$ cat config.mk
export PLATFORM = sky130hd
export DESIGN_NAME = sc_demux101_deserializer
export DESIGN_NICKNAME = d
export VERILOG_FILES = /design/src/rtl/sc_demux101_deserializer.sv
export SDC_FILE = /design/constraint.sdc
export NUM_CORES = 1
export LEC_CHECK = 0
export ABC_AREA = 1
export BUFFER_PORTS_ARGS = -buffer_cell sky130_fd_sc_hd__buf_2
export CAP_MARGIN = 20
export CORE_MARGIN = 5
export CORE_UTILIZATION = 25
export DETAILED_ROUTE_END_ITERATION = 10
export GPL_ROUTABILITY_DRIVEN = 0
export HOLD_SLACK_MARGIN = 0.12
export PLACE_DENSITY = 0.47
export SYNTH_ARGS = -nofsm -noshare
export SYNTH_HDL_FRONTEND = slang
export SYNTH_SLANG_ARGS = --single-unit
$ cat constraint.sdc
create_clock -name SC_DEMUX101_CLOCK_50 -period 2.6 [get_ports SC_DEMUX101_CLOCK_50]
set_clock_uncertainty 0.2 [all_clocks]
set_input_delay 0.13 -clock SC_DEMUX101_CLOCK_50 [delete_from_list [all_inputs] [get_ports SC_DEMUX101_CLOCK_50]]
set_output_delay 0.13 -clock SC_DEMUX101_CLOCK_50 [all_outputs]
set_load 0.01 [all_outputs]
$ cat src/rtl/sc_demux101_deserializer.sv
// Serial-to-parallel demultiplexer: steers serial bits into ten per-channel shift
// registers and publishes each completed word with a one-cycle done strobe.
module sc_demux101_deserializer #(
  parameter int unsigned DEMUX101_SELECTWIDTH = 4,
  parameter int unsigned DEMUX101_DATAWIDTH   = 8
) (
  input  logic                          SC_DEMUX101_CLOCK_50,
  input  logic                          SC_DEMUX101_RESET_InHigh,
  input  logic [DEMUX101_SELECTWIDTH-1:0] SC_DEMUX101_select_InBUS,
  input  logic                          SC_DEMUX101_data_In,
  input  logic                          SC_DEMUX101_valid_In,
  input  logic                          SC_DEMUX101_flush_In,
  output logic [DEMUX101_DATAWIDTH-1:0] SC_DEMUX101_data1_OutBUS,
  output logic [DEMUX101_DATAWIDTH-1:0] SC_DEMUX101_data2_OutBUS,
  output logic [DEMUX101_DATAWIDTH-1:0] SC_DEMUX101_data3_OutBUS,
  output logic [DEMUX101_DATAWIDTH-1:0] SC_DEMUX101_data4_OutBUS,
  output logic [DEMUX101_DATAWIDTH-1:0] SC_DEMUX101_data5_OutBUS,
  output logic [DEMUX101_DATAWIDTH-1:0] SC_DEMUX101_data6_OutBUS,
  output logic [DEMUX101_DATAWIDTH-1:0] SC_DEMUX101_data7_OutBUS,
  output logic [DEMUX101_DATAWIDTH-1:0] SC_DEMUX101_data8_OutBUS,
  output logic [DEMUX101_DATAWIDTH-1:0] SC_DEMUX101_data9_OutBUS,
  output logic [DEMUX101_DATAWIDTH-1:0] SC_DEMUX101_data10_OutBUS,
  output logic [9:0]                    SC_DEMUX101_done_OutBUS,
  output logic                          SC_DEMUX101_err_Out
);

  localparam int unsigned NCH = 10;
  localparam int unsigned SW  = DEMUX101_SELECTWIDTH;
  localparam int unsigned DW  = DEMUX101_DATAWIDTH;
  localparam int unsigned CW  = (DW > 1) ? $clog2(DW) : 1;

  logic [DW-1:0] sh   [NCH];
  logic [CW-1:0] cnt  [NCH];
  logic [DW-1:0] word [NCH];
  logic          sel_ok;

  assign sel_ok = (SC_DEMUX101_select_InBUS < SW'(NCH));

  // Priority: reset, then flush, then an accepted or rejected valid bit.
  always_ff @(posedge SC_DEMUX101_CLOCK_50) begin
    if (SC_DEMUX101_RESET_InHigh) begin
      for (int n = 0; n < NCH; n++) begin
        sh[n]   <= '0;
        cnt[n]  <= '0;
        word[n] <= '0;
      end
      SC_DEMUX101_done_OutBUS <= '0;
      SC_DEMUX101_err_Out     <= 1'b0;
    end else begin
      SC_DEMUX101_done_OutBUS <= '0;
      SC_DEMUX101_err_Out     <= 1'b0;
      if (SC_DEMUX101_flush_In) begin
        for (int n = 0; n < NCH; n++) begin
          sh[n]  <= '0;
          cnt[n] <= '0;
        end
      end else if (SC_DEMUX101_valid_In) begin
        if (!sel_ok) begin
          SC_DEMUX101_err_Out <= 1'b1;
        end else begin
          for (int n = 0; n < NCH; n++) begin
            if (SC_DEMUX101_select_InBUS == SW'(n)) begin
              sh[n] <= {sh[n][DW-2:0], SC_DEMUX101_data_In};
              if (cnt[n] == CW'(DW - 1)) begin
                word[n]                    <= {sh[n][DW-2:0], SC_DEMUX101_data_In};
                cnt[n]                     <= '0;
                SC_DEMUX101_done_OutBUS[n] <= 1'b1;
              end else begin
                cnt[n] <= cnt[n] + CW'(1);
              end
            end
          end
        end
      end
    end
  end

  assign SC_DEMUX101_data1_OutBUS  = word[0];
  assign SC_DEMUX101_data2_OutBUS  = word[1];
  assign SC_DEMUX101_data3_OutBUS  = word[2];
  assign SC_DEMUX101_data4_OutBUS  = word[3];
  assign SC_DEMUX101_data5_OutBUS  = word[4];
  assign SC_DEMUX101_data6_OutBUS  = word[5];
  assign SC_DEMUX101_data7_OutBUS  = word[6];
  assign SC_DEMUX101_data8_OutBUS  = word[7];
  assign SC_DEMUX101_data9_OutBUS  = word[8];
  assign SC_DEMUX101_data10_OutBUS = word[9];

endmodule

==> results of run 1 <==
==> registers in the layout (all words and copies together) (netlist names) <==
register,cells
SC_DEMUX101_done_OutBUS,10
SC_DEMUX101_err_Out,1
cnt,30
sh,70
word,80
==> cell type report <==
cell class,instances,share of cell area (%)
Tap cell,390,5.25
Inverter,113,4.57
Clock inverter,12,1.47
Timing Repair Buffer,121,7.30
Sequential cell,191,60.6
Clock buffer,20,4.70
Multi-Input combinational cell,305,16.2
==> worst max-delay path: cells and delay by family <==
| kind | cells | cell delay [ns] |
|---|---|---|
| buf+inv | 2 | 0.73 |
| simple gates | 3 | 1.23 |
==> layer usage <==
metal	vias to the layer above	routed length, um	GRT usage (%)	part of all wire (%)
met2	74	7870	16.1	48
met1	2168	7210	11.8	44
met5	-	0	0	0
li1	2306	-	-	-
met4	0	248	3.34	1.5
met3	16	1020	3.55	6.2
==> synth_stat cells <==
cell type,number
buf_2,6
buf_4,2
clkbuf_1,5
dfxtp_1,11
edfxtp_1,180
ha_1,20
inv_1,113
nand2_1,41
nand2_2,6
nand3_1,40
nand3_2,4
nand3b_1,2
nor2_1,146
nor2_2,4
nor2_4,2
nor3_1,34
o21ai_0,6
==> logic make-up after synthesis <==
kind of cell | Yosys count | synth area share (%)
AOI/OAI and AO/OA | 6 | 0.395
and+or+nand+nor | 279 | 15.9
buffers and inverters | 126 | 6.42
DFF | 191 | 74.0
adders and majority gates | 20 | 3.29
==> through the flow <==
| step | power (mW) | setup slack (ns) |
|---|---|---|
| floorplan | 3.72 | 0.541 |
| global placement | 3.85 | 0.483 |
| detailed placement | 3.85 | 0.439 |
| CTS | 6.47 | 0.439 |
| global route | 6.63 | 0.373 |
| finish | 6.38 | 0.411 |
==> repair_timing <==
| action | CTS | global route |
|---|---|---|
| setup buffers | 0 | 0 |
| hold buffers | 7 | 0 |
| hold endpoints to repair | 43 | 0 |
| setup endpoints to repair | 0 | 0 |
==> final timing paths <==
path,from,end,slack (ns),cells after the start
worst max-delay path,SC_DEMUX101_select_InBUS[1],sh[0][4],0.41,5
worst min-delay path,SC_DEMUX101_valid_In,SC_DEMUX101_done_OutBUS[3],0.16,3
worst max register to register,cnt[2][0],word[2][1],0.75,5
worst min register to register,sh[3][6],word[3][7],0.34,2
==> power by group through the flow <==
stage,clock network (mW),logic (mW),registers [mW]
floorplan,0,0.133,3.58
global placement,0,0.289,3.56
detailed placement,0,0.288,3.57
CTS,2.67,0.299,3.50
global route,2.80,0.326,3.51
finish,2.59,0.288,3.50
==> impl_metrics.json, run 1 <==
{
  "slew_headroom_pct": 59.5,
  "ctsResizeCount": 0,
  "detail_route.vias_per_cell": 3.96,
  "final_period_minus_worst_setup_slack_ns": 2.19,
  "irDropWorstVdd_mv": 0.437,
  "design.core.area_um2": 29900,
  "chipHeight_um": 184,
  "filler_cell_count": 3043,
  "ios": 100,
  "clk_path_buf_depth": 2,
  "drc": 0,
  "synthesized_netlist_cell_count": 622,
  "cp_slowest_cell": "dlygate4sd3_1",
  "synth.top_cell.area_share_pct": 71.1,
  "layout-drive-gt1-share_pct": 21.1,
  "vias": 4564,
  "grt_usage_pct": 9.77,
  "rsz_0062_raised_after_global_routing": "false",
  "clock_latency_ns": 0.42,
  "power.switching_fraction_pct": 22.0,
  "synth_cell_types": 17,
  "floorplan.rows": 63,
  "synthesis.yosys.warnings": 0,
  "gr-total-overflow": 0,
  "tightest_slew_ns": 0.606,
  "setup-violations-final": 0,
  "hold_path.class": "input port to flop",
  "number_of_nets_with_antenna_violations_after_routing": 0,
  "synth_area_per_cell_um2": 12.2,
  "hold_viol": 0,
  "syn-cell-area_um2": 7610,
  "power.sequential.fraction_pct": 54.8,
  "leakagePower_nw": 3.87,
  "p_per_area_nw_per_um2": 686,
  "grt_first_pass_wirelength_um": 25400,
  "detailedRoute.firstPassIterationCount": 6,
  "routed_len_inst_um": 14.2,
  "multi_input_area_um2": 1500,
  "placedCellCount": 1113,
  "tritoncts": "done",
  "num_antenna_cells": 0,
  "ff_latch_area_um2": 5630,
  "place_area_um2": 8650,
  "floorplan.die.width_um": 184,
  "ys_top_cells_by_area": "edfxtp_1 (71%), nor2_1 (7.2%), inv_1 (5.6%)",
  "fin_tns_setup_ns": 0,
  "area_growth_pct": 22.1,
  "max_stage_delay_ns": 0.56,
  "timing.setup.critical_path_class": "input port to flop",
  "part_of_the_power_in_the_clock_network_pct": 40.7,
  "cp-end-kind": "flop",
  "number_of_global_route_vias_before_repair": 4643,
  "seq_area_frac_synth_pct": 74.0,
  "synth-seq-cells": 191,
  "setup.worst_path.start_class": "input port",
  "clk_transition_reported_paths_ns": 0.07,
  "wirelength_um": 16400,
  "highest_count_cells_in_the_layout_ignoring_fill_and_taps": "edfxtp_1 (180), nor2_1 (145), inv_1 (113), buf_2 (99), nand2_1 (41)",
  "timing.critical_path.required_ns": 2.50,
  "grt_start_max_net_pins": 25,
  "stdcell_area_um2": 9290,
  "power_frac_comb_pct": 4.5,
  "cts.sink_count": 191,
  "power.net_switching_mw": 1.40,
  "nNetsFinal": 778,
  "max_cap_viol_count": 0,
  "status": "complete, no violations",
  "grt_antenna_before_repair": 0,
  "layout_commonest_cell": "edfxtp_1",
  "first_iter_violations": 306,
  "cp_data_arrival_time_ns": 2.09,
  "final.hold.worst_slack_ns": 0.164,
  "max_freq_mhz": 457,
  "crit_fanout": 9,
  "crit_path_cell_trace": "dlygate4sd3_1 -> buf_2 -> nor2_1 -> nand3_1 -> nand2_1",
  "layout_worst_path_cycle_share_pct": 84.2,
  "final_core_utilization_pct": 31.1,
  "initial_utilization_pct": 25.5,
  "die_area_um2": 34000,
  "cts.root.buffer_cell": "clkbuf_16",
  "p_int_mw": 4.97,
  "cts-buffers-inserted": 17,
  "clock_tree.htree_level_count": 4,
  "synthesis.nets": 651,
  "finish.cell_count_without_fillers": 1152,
  "hpwlAfterDp_um": 11600,
  "final-max-slew-violation-count": 0,
  "synth_top_cell_by_area": "edfxtp_1",
  "place.port_buffers": 99
}
Power figures use the tool's default switching activity.
==> run 2, diff against run 1 <==
PLACE_DENSITY = 0.48   (was 0.47)
clock period = 1.95 ns   (was 2.6 ns; I/O delays follow)
==> impl_metrics.json, run 2 (synthesis results as in run 1) <==
{
  "floorplan.die.width_um": 184,
  "ios": 100,
  "initial_utilization_pct": 25.5,
  "number_of_global_route_vias_before_repair": 4779,
  "num_antenna_cells": 0,
  "floorplan.rows": 63,
  "cts.sink_count": 191,
  "tritoncts": "done",
  "cp_data_arrival_time_ns": 2.00,
  "final-max-slew-violation-count": 0,
  "crit_path_frequent_cell": "ha_1",
  "grt_first_pass_wirelength_um": 25600,
  "place_area_um2": 8800,
  "nNetsFinal": 803,
  "p_per_area_nw_per_um2": 906,
  "number_of_flip_flops_in_the_largest_register": 80,
  "design.core.area_um2": 29900,
  "largest-register": "word",
  "gr-total-overflow": 0,
  "grt_start_max_net_pins": 41,
  "clk_transition_reported_paths_ns": 0.07,
  "crit_fanout": 8,
  "layout_commonest_cell": "edfxtp_1",
  "chipHeight_um": 184,
  "setup-violations-final": 0,
  "vias": 4683,
  "finalPower_mw": 8.72,
  "highest_count_cells_in_the_layout_ignoring_fill_and_taps": "edfxtp_1 (180), nor2_1 (144), inv_1 (113), buf_2 (99), nand3_1 (40)",
  "grt_antenna_before_repair": 0,
  "slew_headroom_pct": 68.8,
  "fin_tns_setup_ns": 0,
  "crit_path_cell_trace": "ha_1 -> ha_1 -> nand3_4 -> dlygate4sd3_1 -> nor2_1",
  "clock_tree.htree_level_count": 4,
  "detailedRoute.firstPassIterationCount": 6,
  "clk_path_buf_depth": 2,
  "final_core_utilization_pct": 32.2,
  "max_freq_mhz": 529,
  "timing.setup.critical_path_class": "flop to flop",
  "drc": 0,
  "layout_worst_path_cycle_share_pct": 97.0,
  "detail_route.vias_per_cell": 3.98,
  "leakagePower_nw": 4.04,
  "final_period_minus_worst_setup_slack_ns": 1.89,
  "wirelength_um": 16300,
  "grt_usage_pct": 9.81,
  "cts.root.buffer_cell": "clkbuf_16",
  "first_iter_violations": 243,
  "status": "complete, no violations",
  "max_stage_delay_ns": 0.58,
  "timing.critical_path.required_ns": 2.06,
  "rsz_0062_raised_after_global_routing": "false",
  "number_of_nets_with_antenna_violations_after_routing": 0,
  "hold_path.class": "input port to flop",
  "stdcell_area_um2": 9630,
  "irDropWorstVdd_mv": 0.474,
  "setup.worst_path.start_class": "flop",
  "routed_len_inst_um": 13.8,
  "cp_slowest_cell": "dlygate4sd3_1",
  "cts-buffers-inserted": 17,
  "cp-end-kind": "flop",
  "area_growth_pct": 26.6,
  "tightest_slew_ns": 0.468,
  "hold_viol": 0,
  "layout-drive-gt1-share_pct": 24.4,
  "die_area_um2": 34000,
  "max_cap_viol_count": 0,
  "largestRegisters": "word x80, sh x70, cnt x30",
  "clock_latency_ns": 0.43,
  "place.port_buffers": 99,
  "hpwlAfterDp_um": 11600
}
## run 2: changes by cell type in the layout (fill, tap and decap cells not counted), moves of 3 or more
cell,previous run,this run
clkbuf_1,3,0
buf_4,15,28
inv_8,0,7
dlygate4sd3_1,7,15
nand2_2,6,15
nand2_1,41,31
buf_12,0,3
o21ai_0,6,0
o21ai_1,0,5
## run 2: critical path, delay by kind of cell, from the launching register on
family                   cells  cell delay (ns)
adder cells (fa/ha/maj)      2             0.45
buffers and inverters        1             0.58
flip-flops                   1             0.40
AND/OR/NAND/NOR              2             0.17
## run 2: worst paths after layout
kind / startpoint / slack [ns] / to / depth (start not counted)
worst min-delay path: SC_DEMUX101_select_InBUS[0] / 0.12 / cnt[0][0] / 4
worst max-delay path: cnt[4][0] / 0.06 / SC_DEMUX101_done_OutBUS[4] / 5
worst max register to register: cnt[4][0] / 0.06 / SC_DEMUX101_done_OutBUS[4] / 5
worst min register to register: sh[6][6] / 0.36 / word[6][7] / 2
## run 2: per-layer routing
metal  GRT usage, %  share of wire [%]  vias up
li1               -                  -     2366
met1           13.0                 47     2223
met2           15.5                 46       80
met3           2.90                5.6       14
met4           3.28                1.2        0
met5              0                  0        -
## run 2: where the power goes
group	switching [mW]	total [mW]	internal, mW
sequential	0.0445	4.66	4.61
combinational	0.282	0.420	0.138
clock	1.67	3.64	1.97
## run 2: metrics by stage
step	hold WS (ns)	std cells	setup WS, ns
floorplan	0.0934	622	0.00313
global route	0.168	1177	0.00492
detailed placement	0.293	1129	-0.0445
global placement	0.293	1129	-0.0239
CTS	0.122	1176	0.0161
finish	0.121	1177	0.0588
## run 2: final cells by class
class	count	area, um^2
sequential	191	5630
fill	3005	20200
clock buffer	17	425
inverter	113	424
tap	390	488
clock inverter	15	193
multi-input combinational	305	1540
timing repair buffer	146	927
## run 2: timing repair
item,4_1_cts,5_1_grt
buffers inserted,0,1
hold buffers,15,0
resized for setup,1,16
pin swaps,0,2
cloned,0,0
endpoints found under the hold margin,88,0
endpoints found under the setup margin,8,76
==> run 3, diff against run 2 <==
CORE_ASPECT_RATIO = 0.9   (was not set)
PLACE_DENSITY = 0.47   (was 0.48)
clock period = 2.1 ns   (was 1.95 ns; I/O delays follow)
==> impl_metrics.json, run 3 (synthesis results as in run 1) <==
{
  "power.net_switching_mw": 2.00,
  "power.switching_fraction_pct": 24.9,
  "launching_element_of_the_worst_setup_path": "SC_DEMUX101_select_InBUS[3]",
  "layout-drive-gt1-share_pct": 22.0,
  "nNetsFinal": 785,
  "status": "complete, no violations",
  "cts.sink_count": 191,
  "drc": 0,
  "place.port_buffers": 99,
  "cp_data_arrival_time_ns": 1.87,
  "worst_reg2reg_path_startpoint": "cnt[8][0]",
  "ios": 100,
  "timing.critical_path.required_ns": 2.01,
  "routed_len_inst_um": 14.3,
  "part_of_the_power_in_the_clock_network_pct": 41.5,
  "detailedRoute.firstPassIterationCount": 4,
  "clock_latency_ns": 0.44,
  "grt_antenna_before_repair": 0,
  "power.sequential.fraction_pct": 53.9,
  "clock_tree.htree_level_count": 4,
  "chipHeight_um": 175,
  "post-cts-setup-buffers": 0,
  "final_period_minus_worst_setup_slack_ns": 1.95,
  "multi_input_area_um2": 1500,
  "clk_transition_reported_paths_ns": 0.08,
  "tritoncts": "done",
  "initial_utilization_pct": 25.4,
  "crit_fanout": 7,
  "slew_headroom_pct": 67.7,
  "cts-buffers-inserted": 17,
  "filler_cell_count": 3040,
  "number_of_global_route_vias_before_repair": 4793,
  "grt_start_max_net_pins": 47,
  "grt_usage_pct": 10.2,
  "setup.worst_path.start_class": "input port",
  "first_iter_violations": 214,
  "final-max-slew-violation-count": 0,
  "tightest_slew_ns": 0.484,
  "stdcell_area_um2": 9440,
  "rsz_0062_raised_after_global_routing": "false",
  "number_of_nets_with_antenna_violations_after_routing": 0,
  "layout_commonest_cell": "edfxtp_1",
  "cp-end-kind": "flop",
  "die_area_um2": 34000,
  "leakagePower_nw": 3.94,
  "hold_path.class": "input port to flop",
  "floorplan.rows": 60,
  "place_area_um2": 8730,
  "largestRegisters": "word x80, sh x70, cnt x30",
  "setup-violations-final": 0,
  "number_of_flip_flops_in_the_largest_register": 80,
  "p_per_area_nw_per_um2": 851,
  "p_int_mw": 6.03,
  "fin_tns_setup_ns": 0,
  "num_antenna_cells": 0,
  "hpwlAfterDp_um": 11800,
  "grt_first_pass_wirelength_um": 26800,
  "hold_viol": 0,
  "gr-total-overflow": 0,
  "area_growth_pct": 24.1,
  "timing.setup.critical_path_class": "input port to flop",
  "clk_path_buf_depth": 2,
  "vias": 4572,
  "highest_count_cells_in_the_layout_ignoring_fill_and_taps": "edfxtp_1 (180), nor2_1 (145), inv_1 (113), buf_2 (99)",
  "power_frac_comb_pct": 4.6,
  "largest-register": "word",
  "floorplan.die.width_um": 194,
  "max_cap_viol_count": 0,
  "min_delay_src": "SC_DEMUX101_flush_In",
  "design.core.area_um2": 30000,
  "irDropWorstVdd_mv": 0.544,
  "layout_worst_path_cycle_share_pct": 93.0,
  "cts.root.buffer_cell": "clkbuf_16",
  "detail_route.vias_per_cell": 3.90,
  "ff_latch_area_um2": 5630,
  "max_freq_mhz": 512,
  "wirelength_um": 16700
}
[run 3: path summary, 6_finish.rpt]
path         cells after the start  slack, ns    endpoint
max                              7       0.15    sh[4][3]
min                              4       0.14   cnt[5][1]
max reg2reg                      5       0.28  word[8][3]
min reg2reg                      2       0.35  word[0][7]
[run 3: metrics by stage]
step | util, % | cells | hold slack [ns] | setup WS, ns | total power [mW]
floorplan | - | 622 | 0.101 | 0.0406 | 4.60
global placement | 29.2 | 1131 | 0.303 | 0.276 | 4.78
detailed placement | 29.2 | 1131 | 0.301 | 0.252 | 4.78
CTS | 31.5 | 1172 | 0.126 | 0.0916 | 8.16
global route | 31.5 | 1172 | 0.148 | 0.0296 | 8.36
finish | 31.5 | 1172 | 0.136 | 0.147 | 8.03
[run 3: timing repair]
item,4_1_cts,5_1_grt
hold buffers,9,0
endpoints found under the hold margin,55,0
resized for setup,0,1
endpoints found under the setup margin,0,8
[run 3: area by class of cell]
class                   count  share of cell area (%)
clock inverters            15                    2.01
well taps                 403                    5.34
flip-flops and latches    191                    59.6
multi-input cells         305                    15.9
clock buffers              17                    4.51
inverters                 113                    4.49
repair buffers            128                    8.19
[run 3: power by group through the flow]
stage / sequential, mW / combinational, mW / clock, mW
after floorplan: 4.44 / 0.164 / 0
after global placement: 4.42 / 0.366 / 0
after detailed placement: 4.42 / 0.367 / 0
after CTS: 4.33 / 0.383 / 3.44
after global routing: 4.34 / 0.418 / 3.60
final: 4.33 / 0.369 / 3.33
[run 3: critical path, cell delays in order]
cell	delay [ns]
dlygate4sd3_1	0.57
buf_2	0.16
inv_1	0.13
nand2_2	0.12
nor2_1	0.27
nand2_1	0.21
nand2_1	0.29
[run 3: per-layer routing]
metal | GRT usage [%] | routed length (um) | up-vias
li1 | - | - | 2329
met1 | 13.5 | 7950 | 2170
met2 | 16.5 | 7970 | 63
met3 | 2.99 | 650 | 10
met4 | 2.72 | 172 | 0
met5 | 0 | 0 | -
